### config.mk
export PLATFORM = sky130hd
export DESIGN_NAME = fetch_pc_unit
export DESIGN_NICKNAME = d
export VERILOG_FILES = /design/src/rtl/fetch_pc_unit.sv
export SDC_FILE = /design/constraint.sdc
export NUM_CORES = 1
export LEC_CHECK = 0
export ABC_AREA = 1
export BUFFER_PORTS_ARGS = -buffer_cell sky130_fd_sc_hd__buf_4
export CORE_MARGIN = 4
export CORE_UTILIZATION = 52
export CTS_CLUSTER_DIAMETER = 60
export DETAILED_ROUTE_END_ITERATION = 16
export GPL_TIMING_DRIVEN = 0
export PLACE_DENSITY = 0.86
export REMOVE_ABC_BUFFERS = 1
export SETUP_SLACK_MARGIN = 0.1
export SYNTH_ARGS = -nofsm -noshare
export SYNTH_HDL_FRONTEND = slang
export SYNTH_SLANG_ARGS = --single-unit
### constraint.sdc
create_clock -name clk -period 3.38 [get_ports clk]
set_input_delay 0.338 -clock clk [delete_from_list [all_inputs] [get_ports clk]]
set_output_delay 0.338 -clock clk [all_outputs]
set_load 0.005 [all_outputs]
### src/rtl/fetch_pc_unit.sv
// Program counter and instruction fetch stage: fetches over a req/ack handshake,
// holds the word for decode, and steers the PC from jr/jump/branch on accept.
module fetch_pc_unit #(
    parameter logic [31:0] RESET_PC = 32'h0000_0000
) (
    input  logic        clk,
    input  logic        rst_n,
    output logic        imem_req,
    output logic [31:0] imem_addr,
    input  logic        imem_ack,
    input  logic [31:0] imem_rdata,
    output logic        instr_valid,
    output logic [31:0] instr,
    output logic [31:0] pc_out,
    output logic [31:0] pc_plus4,
    input  logic        instr_accept,
    input  logic        branch_taken,
    input  logic [15:0] branch_offset,
    input  logic        jump,
    input  logic [25:0] jump_target,
    input  logic        jr,
    input  logic [31:0] jr_addr,
    output logic [31:0] retired_count
);

    typedef enum logic [1:0] {
        ST_RESET = 2'd0,
        ST_FETCH = 2'd1,
        ST_HOLD  = 2'd2
    } state_t;

    state_t      state_q, state_d;
    logic [31:0] pc_q, pc_d;
    logic [31:0] instr_q, instr_d;
    logic [31:0] retired_q, retired_d;
    logic        ack_fire;
    logic        accept_fire;

    // Redirect priority: jr > jump > taken branch > fall-through.
    function automatic logic [31:0] calc_next_pc(
        input logic [31:0] pc4,
        input logic        jr_i,
        input logic [31:0] jr_addr_i,
        input logic        jump_i,
        input logic [25:0] target_i,
        input logic        br_i,
        input logic [15:0] offset_i
    );
        logic signed [31:0] disp;
        disp = {{14{offset_i[15]}}, offset_i, 2'b00};
        if (jr_i)
            calc_next_pc = jr_addr_i & 32'hFFFF_FFFC;
        else if (jump_i)
            calc_next_pc = {pc4[31:28], target_i, 2'b00};
        else if (br_i)
            calc_next_pc = pc4 + $unsigned(disp);
        else
            calc_next_pc = pc4;
    endfunction

    assign pc_plus4    = pc_q + 32'd4;
    assign ack_fire    = (state_q == ST_FETCH) && imem_ack;
    assign accept_fire = (state_q == ST_HOLD) && instr_accept;

    always_ff @(posedge clk or negedge rst_n) begin
        if (!rst_n) begin
            state_q   <= ST_RESET;
            pc_q      <= RESET_PC;
            instr_q   <= 32'h0000_0000;
            retired_q <= 32'h0000_0000;
        end else begin
            state_q   <= state_d;
            pc_q      <= pc_d;
            instr_q   <= instr_d;
            retired_q <= retired_d;
        end
    end

    always_comb begin
        state_d = state_q;
        case (state_q)
            ST_RESET: state_d = ST_FETCH;
            ST_FETCH: if (imem_ack) state_d = ST_HOLD;
            ST_HOLD:  if (instr_accept) state_d = ST_FETCH;
            default:  state_d = ST_RESET;
        endcase
    end

    always_comb begin
        pc_d      = pc_q;
        instr_d   = instr_q;
        retired_d = retired_q;
        if (ack_fire)
            instr_d = imem_rdata;
        if (accept_fire) begin
            pc_d      = calc_next_pc(pc_plus4, jr, jr_addr, jump, jump_target,
                                     branch_taken, branch_offset);
            retired_d = retired_q + 32'd1;
        end
    end

    always_comb begin
        imem_req    = (state_q == ST_FETCH);
        instr_valid = (state_q == ST_HOLD);
    end

    assign imem_addr     = pc_q;
    assign pc_out        = pc_q;
    assign instr         = instr_q;
    assign retired_count = retired_q;

endmodule

=== Word-level counts from Yosys, hierarchy flattened ===
Index checks and enable logic that the tools add are counted.

* Flip-flop bits (word level): 98
* Input port bits: 113
* Output and inout port bits: 162
* Logic and storage cells: 21

* $add $sub $neg: 3
* Eq/ne operators: 4
* Muxes and demuxes: 6
* Reduce and logical (&&, ||, !) cells: 4

{| class="wikitable"
|+ Operator list
! kind !! count
|-
| 32-bit 2-to-1 mux || 3
|-
| 32-bit by 1-bit adder with 32-bit output, second input constant || 1
|-
| 32-bit by 3-bit adder with 32-bit output, second input constant || 1
|-
| 32-bit adder || 1
|-
| 2-bit one-hot mux with 3 select lines || 1
|-
| 2-bit 2-to-1 mux || 2
|-
| 2-bit by 1-bit != test with 1-bit output, second input constant || 2
|-
| 2-bit by 1-bit == test with 1-bit output, second input constant || 1
|-
| 2-bit == test, second input constant || 1
|-
| 1-bit logical AND || 2
|-
| 2-bit logical NOT || 1
|-
| 2-bit AND reduction || 1
|}

=== Logic depth before layout (Yosys ltp) ===
* Depth in word-level cells: 5
* Gate-level depth with buffers: 25
* Mapped depth without buffers: 25

=== Worst setup path after synthesis ===
Ideal clock, no wire load.

* Path kind: register to register
* From: reg pc_q[2] (netlist: imem_addr[2])
* To: reg pc_q[16] (netlist: imem_addr[16])
* Library setup time: 116 ps
* Arrival time: 2,658 ps
* Data required time: 3,264 ps
* Setup slack: 606 ps
* Stages on the path, launching flop included: 21
* Path buffers: 0
* Clock period less this slack: 2,774 ps
* Cell sequence: dfrtp_1 -> ha_1 -> nand3_1 -> inv_1 -> nand2_1 -> inv_1 -> or2_2 -> nand2_1 -> inv_1 -> ha_1 -> nand2_1 -> nor2_1 -> nand3_1 -> nand3_1 -> nand2_1 -> nand3_1 -> nand2_1 -> o21ai_0 -> nand2_1 -> nand2_1 -> nand2_1

* Word-level cells in the longest chain between the ends: 5

{| class="wikitable"
|+ Ends and longest elaborated chain
! element !! RTL line !! text
|-
| from (decl) || 33 || <nowiki>logic [31:0] pc_q, pc_d;</nowiki>
|-
| from (signal assigned) || 73 || <nowiki>pc_q <= pc_d;</nowiki>
|-
| 32-bit by 3-bit adder with 32-bit output || 61 || <nowiki>assign pc_plus4 = pc_q + 32'd4;</nowiki>
|-
| net pc_plus4[10] || 15 || <nowiki>output logic [31:0] pc_plus4,</nowiki>
|-
| 32-bit adder || 56 || <nowiki>calc_next_pc = pc4 + $unsigned(disp);</nowiki>
|-
| 32-bit 2-to-1 mux || 55 || <nowiki>else if (br_i)</nowiki>
|-
| 32-bit 2-to-1 mux || 53 || <nowiki>else if (jump_i)</nowiki>
|-
| 32-bit 2-to-1 mux || 51 || <nowiki>if (jr_i)</nowiki>
|}

The timed path passes the listed nets, and every way through them passes these cells.
A chain may end at the register's enable or synchronous reset.

=== Worst setup path after layout ===
* From: reg pc_q[2] (netlist: imem_addr[2])
* To: reg pc_q[17] (netlist: imem_addr[17])

* Word-level cells in the longest chain between the ends: 5

{| class="wikitable"
|+ Ends and longest elaborated chain
! element !! RTL line
|-
| 32-bit by 3-bit adder with 32-bit output (*) || 61
|-
| 32-bit adder || 56
|-
| 32-bit 2-to-1 mux (*) || 55
|-
| 32-bit 2-to-1 mux (*) || 53
|-
| 32-bit 2-to-1 mux (*) || 51
|}

Mark *: on every way between the ends. The rest lies on a longest branch, timed or not.

==> impl_metrics.ini <==
[timing]
rsz0062_at_grt = yes
fin_crit_sh = 0.958
fin_worst_skew_ps = 11.0
fmax_ghz = 0.309
worst_pin_slew_ps = 1200
fin_crit_ps = 3240
hold_ws_ps = 194
finalSetupViolations = 0
fin_setup_tns_ps = 0
maxSlewViolCount = 0
hold_viol = 0
max_slew_margin = 0.200

[clocking]
cts.sinks = 96
cts.path.max_buffers = 2
root_buffer = clkbuf_16
cts.htree.levels = 3
cts_buffers = 9
clkLatencyLatePin_ps = 340
cts_tree = built
path_clk_slew_ps = 70

[cells_and_area]
n_antenna_cell = 0
design_area_mm2 = 0.0109
fill_cells = 1300
area_delta_synth_final_pct = 30.9
drive_above_1_share = 0.277
postLayoutCoreUtil = 0.704
stdcell_count = 1720
layout.nets = 1655

[setup_path]
start_kind = flop
cp.arrival_ps = 3470
r2r_start = imem_addr[2]
cp-startpoint = imem_addr[2]
critPathMaxFanout = 4
cp_slowest_cell = dfrtp_2
path_common_cell = nand2_1
cp-end-kind = flop
slowest_delay_ps = 410
crit_type = flop to flop
cp_cell_sequence = ha_4 -> nand3_2 -> inv_2 -> nand2_2 -> nor2_2 -> or2_2 -> nand2_1 -> inv_1 -> ha_4 -> nand2_1 -> inv_1 -> nand2_1 -> nand2_1 -> nand2_1 -> nand2_1 -> a21oi_1 -> o21ai_0 -> o21ai_2 -> nand2_1 -> nand2_1 -> nand2_1
worst-endpoint-required_ps = 3610

[synth]
syn_inst = 1275
synth_warnings = 0
ys_top_cells_by_area = dfrtp_1 29%, nand2_1 20%, inv_1 7.8%, nor2_1 5.7%, ha_1 5.6%
yosys.area.top_type = dfrtp_1
yosysSeqAreaShare = 0.290
synthFlopType = dfrtp_1
synth_seq_cells = 96
yosysUniqueCellTypes = 39
async_flop_share = 1.00
synth_top_area_share = 0.290
synth_edf_count = 0
netlist_area_mm2 = 0.00830
synth.avg_cell_area_um2 = 6.51

[placed_design]
place_area_mm2 = 0.0102
hpwl_um = 22400
place_inst = 1697
portBuffers = 266
place_congestion = 1.02

[route]
dr.pass1.iters = 8
via_per_inst = 5.40
initialDrtViolationCount = 1036
post_drt_wl_per_cell_um = 16.7
via_count = 9292
routed_wl_um = 28700
ant_nets = 0
drc = 0

[power]
p_leak_nw = 5.98
comb_power_share = 0.627
clkPwrFrac = 0.119
vdd_drop_max_uv = 522
switching_share = 0.469
pwr-share-seq = 0.255
netSwitchingPower_w = 0.00384
power.internal_w = 0.00435
power-per-cell-area_mw_per_mm2 = 754

[floorplan]
num_rows = 45
die_area_mm2 = 0.0180
initial_core_util = 0.538
core_mm2 = 0.0154
ios = 275
die_y_um = 134
die_x_um = 134

[grt]
grt_pass1_wl_um = 43900
grt-ovfl-total = 0
grt_antenna_before_repair = 0
grtUsageTotal = 0.301
grt_pass1_vias = 8644
grt_max_degree = 97

[outcome]
run_status = finished clean

[min_path]
hold_start = imem_ack
hold_class = primary input to flop

[job]
max-cap-violations = 0
==> critical path, delay by kind of cell, from the launching register on <==
kind | cells | cell delay (ps)
DFF | 1 | 410
and+or+nand+nor | 13 | 1340
AOI/OAI and AO/OA | 3 | 550
buffers and inverters | 3 | 370
adders and majority gates | 2 | 440
==> synth_stat cells (6+ instances only) <==
cell and instances:
nand4_1 19, xor2_1 41, xnor2_1 11, nand3b_1 6
or2_2 7, nor2_1 125, dfrtp_1 96, ha_1 37
clkbuf_1 19, buf_4 36, nand2_1 434, a21oi_1 61
o21ai_0 35, inv_1 173, nor3_1 16, nor2_4 6
mux2_2 32, nand3_1 74
==> cell type report <==
cell class                 instances  area (um2)  share of cell area
clock inverter                     6        53.8             0.00495
inverter                         176         662              0.0609
tap                              211         264              0.0243
timing repair buffer             273        2050               0.189
clock buffer                      10         229              0.0211
sequential                        96        2420               0.223
multi-input combinational        948        5180               0.477
==> stage by stage <==
stage               worst slack [ps]  power [W]
global placement                -359    0.00664
detailed placement              -372    0.00677
CTS                             88.2    0.00784
global route                   -12.2    0.00879
finish                           142    0.00819
floorplan                        595    0.00456
==> layer usage <==
layer / global-route usage / vias up / share of wire
met2: 0.504 / 507 / 0.49
li1: - / 4411 / -
met1: 0.392 / 4297 / 0.38
met4: 0.0979 / 0 / 0.029
met3: 0.0615 / 77 / 0.094
met5: 0 / - / 0
==> worst paths after layout <==
check | end | slack, ps | cells after the start
max | imem_addr[17] | 140 | 21
min | state_q[0] | 190 | 2
max reg2reg | imem_addr[17] | 140 | 21
min reg2reg | retired_count[31] | 500 | 1
max in group asynchronous | imem_addr[19] | 2320 | 1
min in group asynchronous | retired_count[2] | 220 | 1
==> cells by family (layout without fill, tap and decap cells) <==
kind of cell               after synthesis  count (layout)  share of synthesized area
AOI/OAI and AO/OA                      115             115                     0.0745
xor gates and xnor gates                52              52                     0.0549
adders and majority gates               38              38                     0.0582
buffers and inverters                  236             465                      0.123
DFF                                     96              96                      0.290
muxes                                   32              32                     0.0434
other                                    1               6                   0.000452
and+or+nand+nor                        705             705                      0.356
==> registers in the layout (all words and copies together) (netlist names) <==
| register | cells |
|---|---|
| instr | 32 |
| retired_count | 32 |
| imem_addr | 30 |
| state_q | 2 |
==> power groups by stage <==
stage / combinational, W / clock [W] / sequential [W]
finish: 0.00514 / 0.000973 / 0.00209
global route: 0.00562 / 0.00103 / 0.00214
CTS: 0.00481 / 0.000985 / 0.00204
detailed placement: 0.00472 / 0 / 0.00205
global placement: 0.00462 / 0 / 0.00203
floorplan: 0.00259 / 0 / 0.00197
==> cell usage in the layout (no fill, tap or decap), types with 4 or more instances in the layout <==
master and count:
nand3_1 71, xor2_2 4, xor2_1 37, conb_1 6, or2_2 7, nor2_2 18
nor2_1 103, nor3_1 15, nor2_4 13, ha_1 28, a21o_1 4, xnor2_1 10
o211ai_1 4, dfrtp_1 80, o21ai_2 4, nand2_1 427, mux2_2 32, o21ai_0 28
buf_4 273, clkbuf_16 9, nand4_1 19, ha_4 7, nand2_2 12, inv_2 4
a21oi_1 59, nand3b_1 6, dfrtp_2 16, inv_1 170
==> repair_timing <==
action,4_1_cts,5_1_grt
hold buffers,0,0
resized for setup,25,63
pin swaps,0,1
buffers inserted,0,7
cloned,0,0
endpoints found under the setup margin,23,23
No activity file was read; power rests on OpenSTA's default activity.
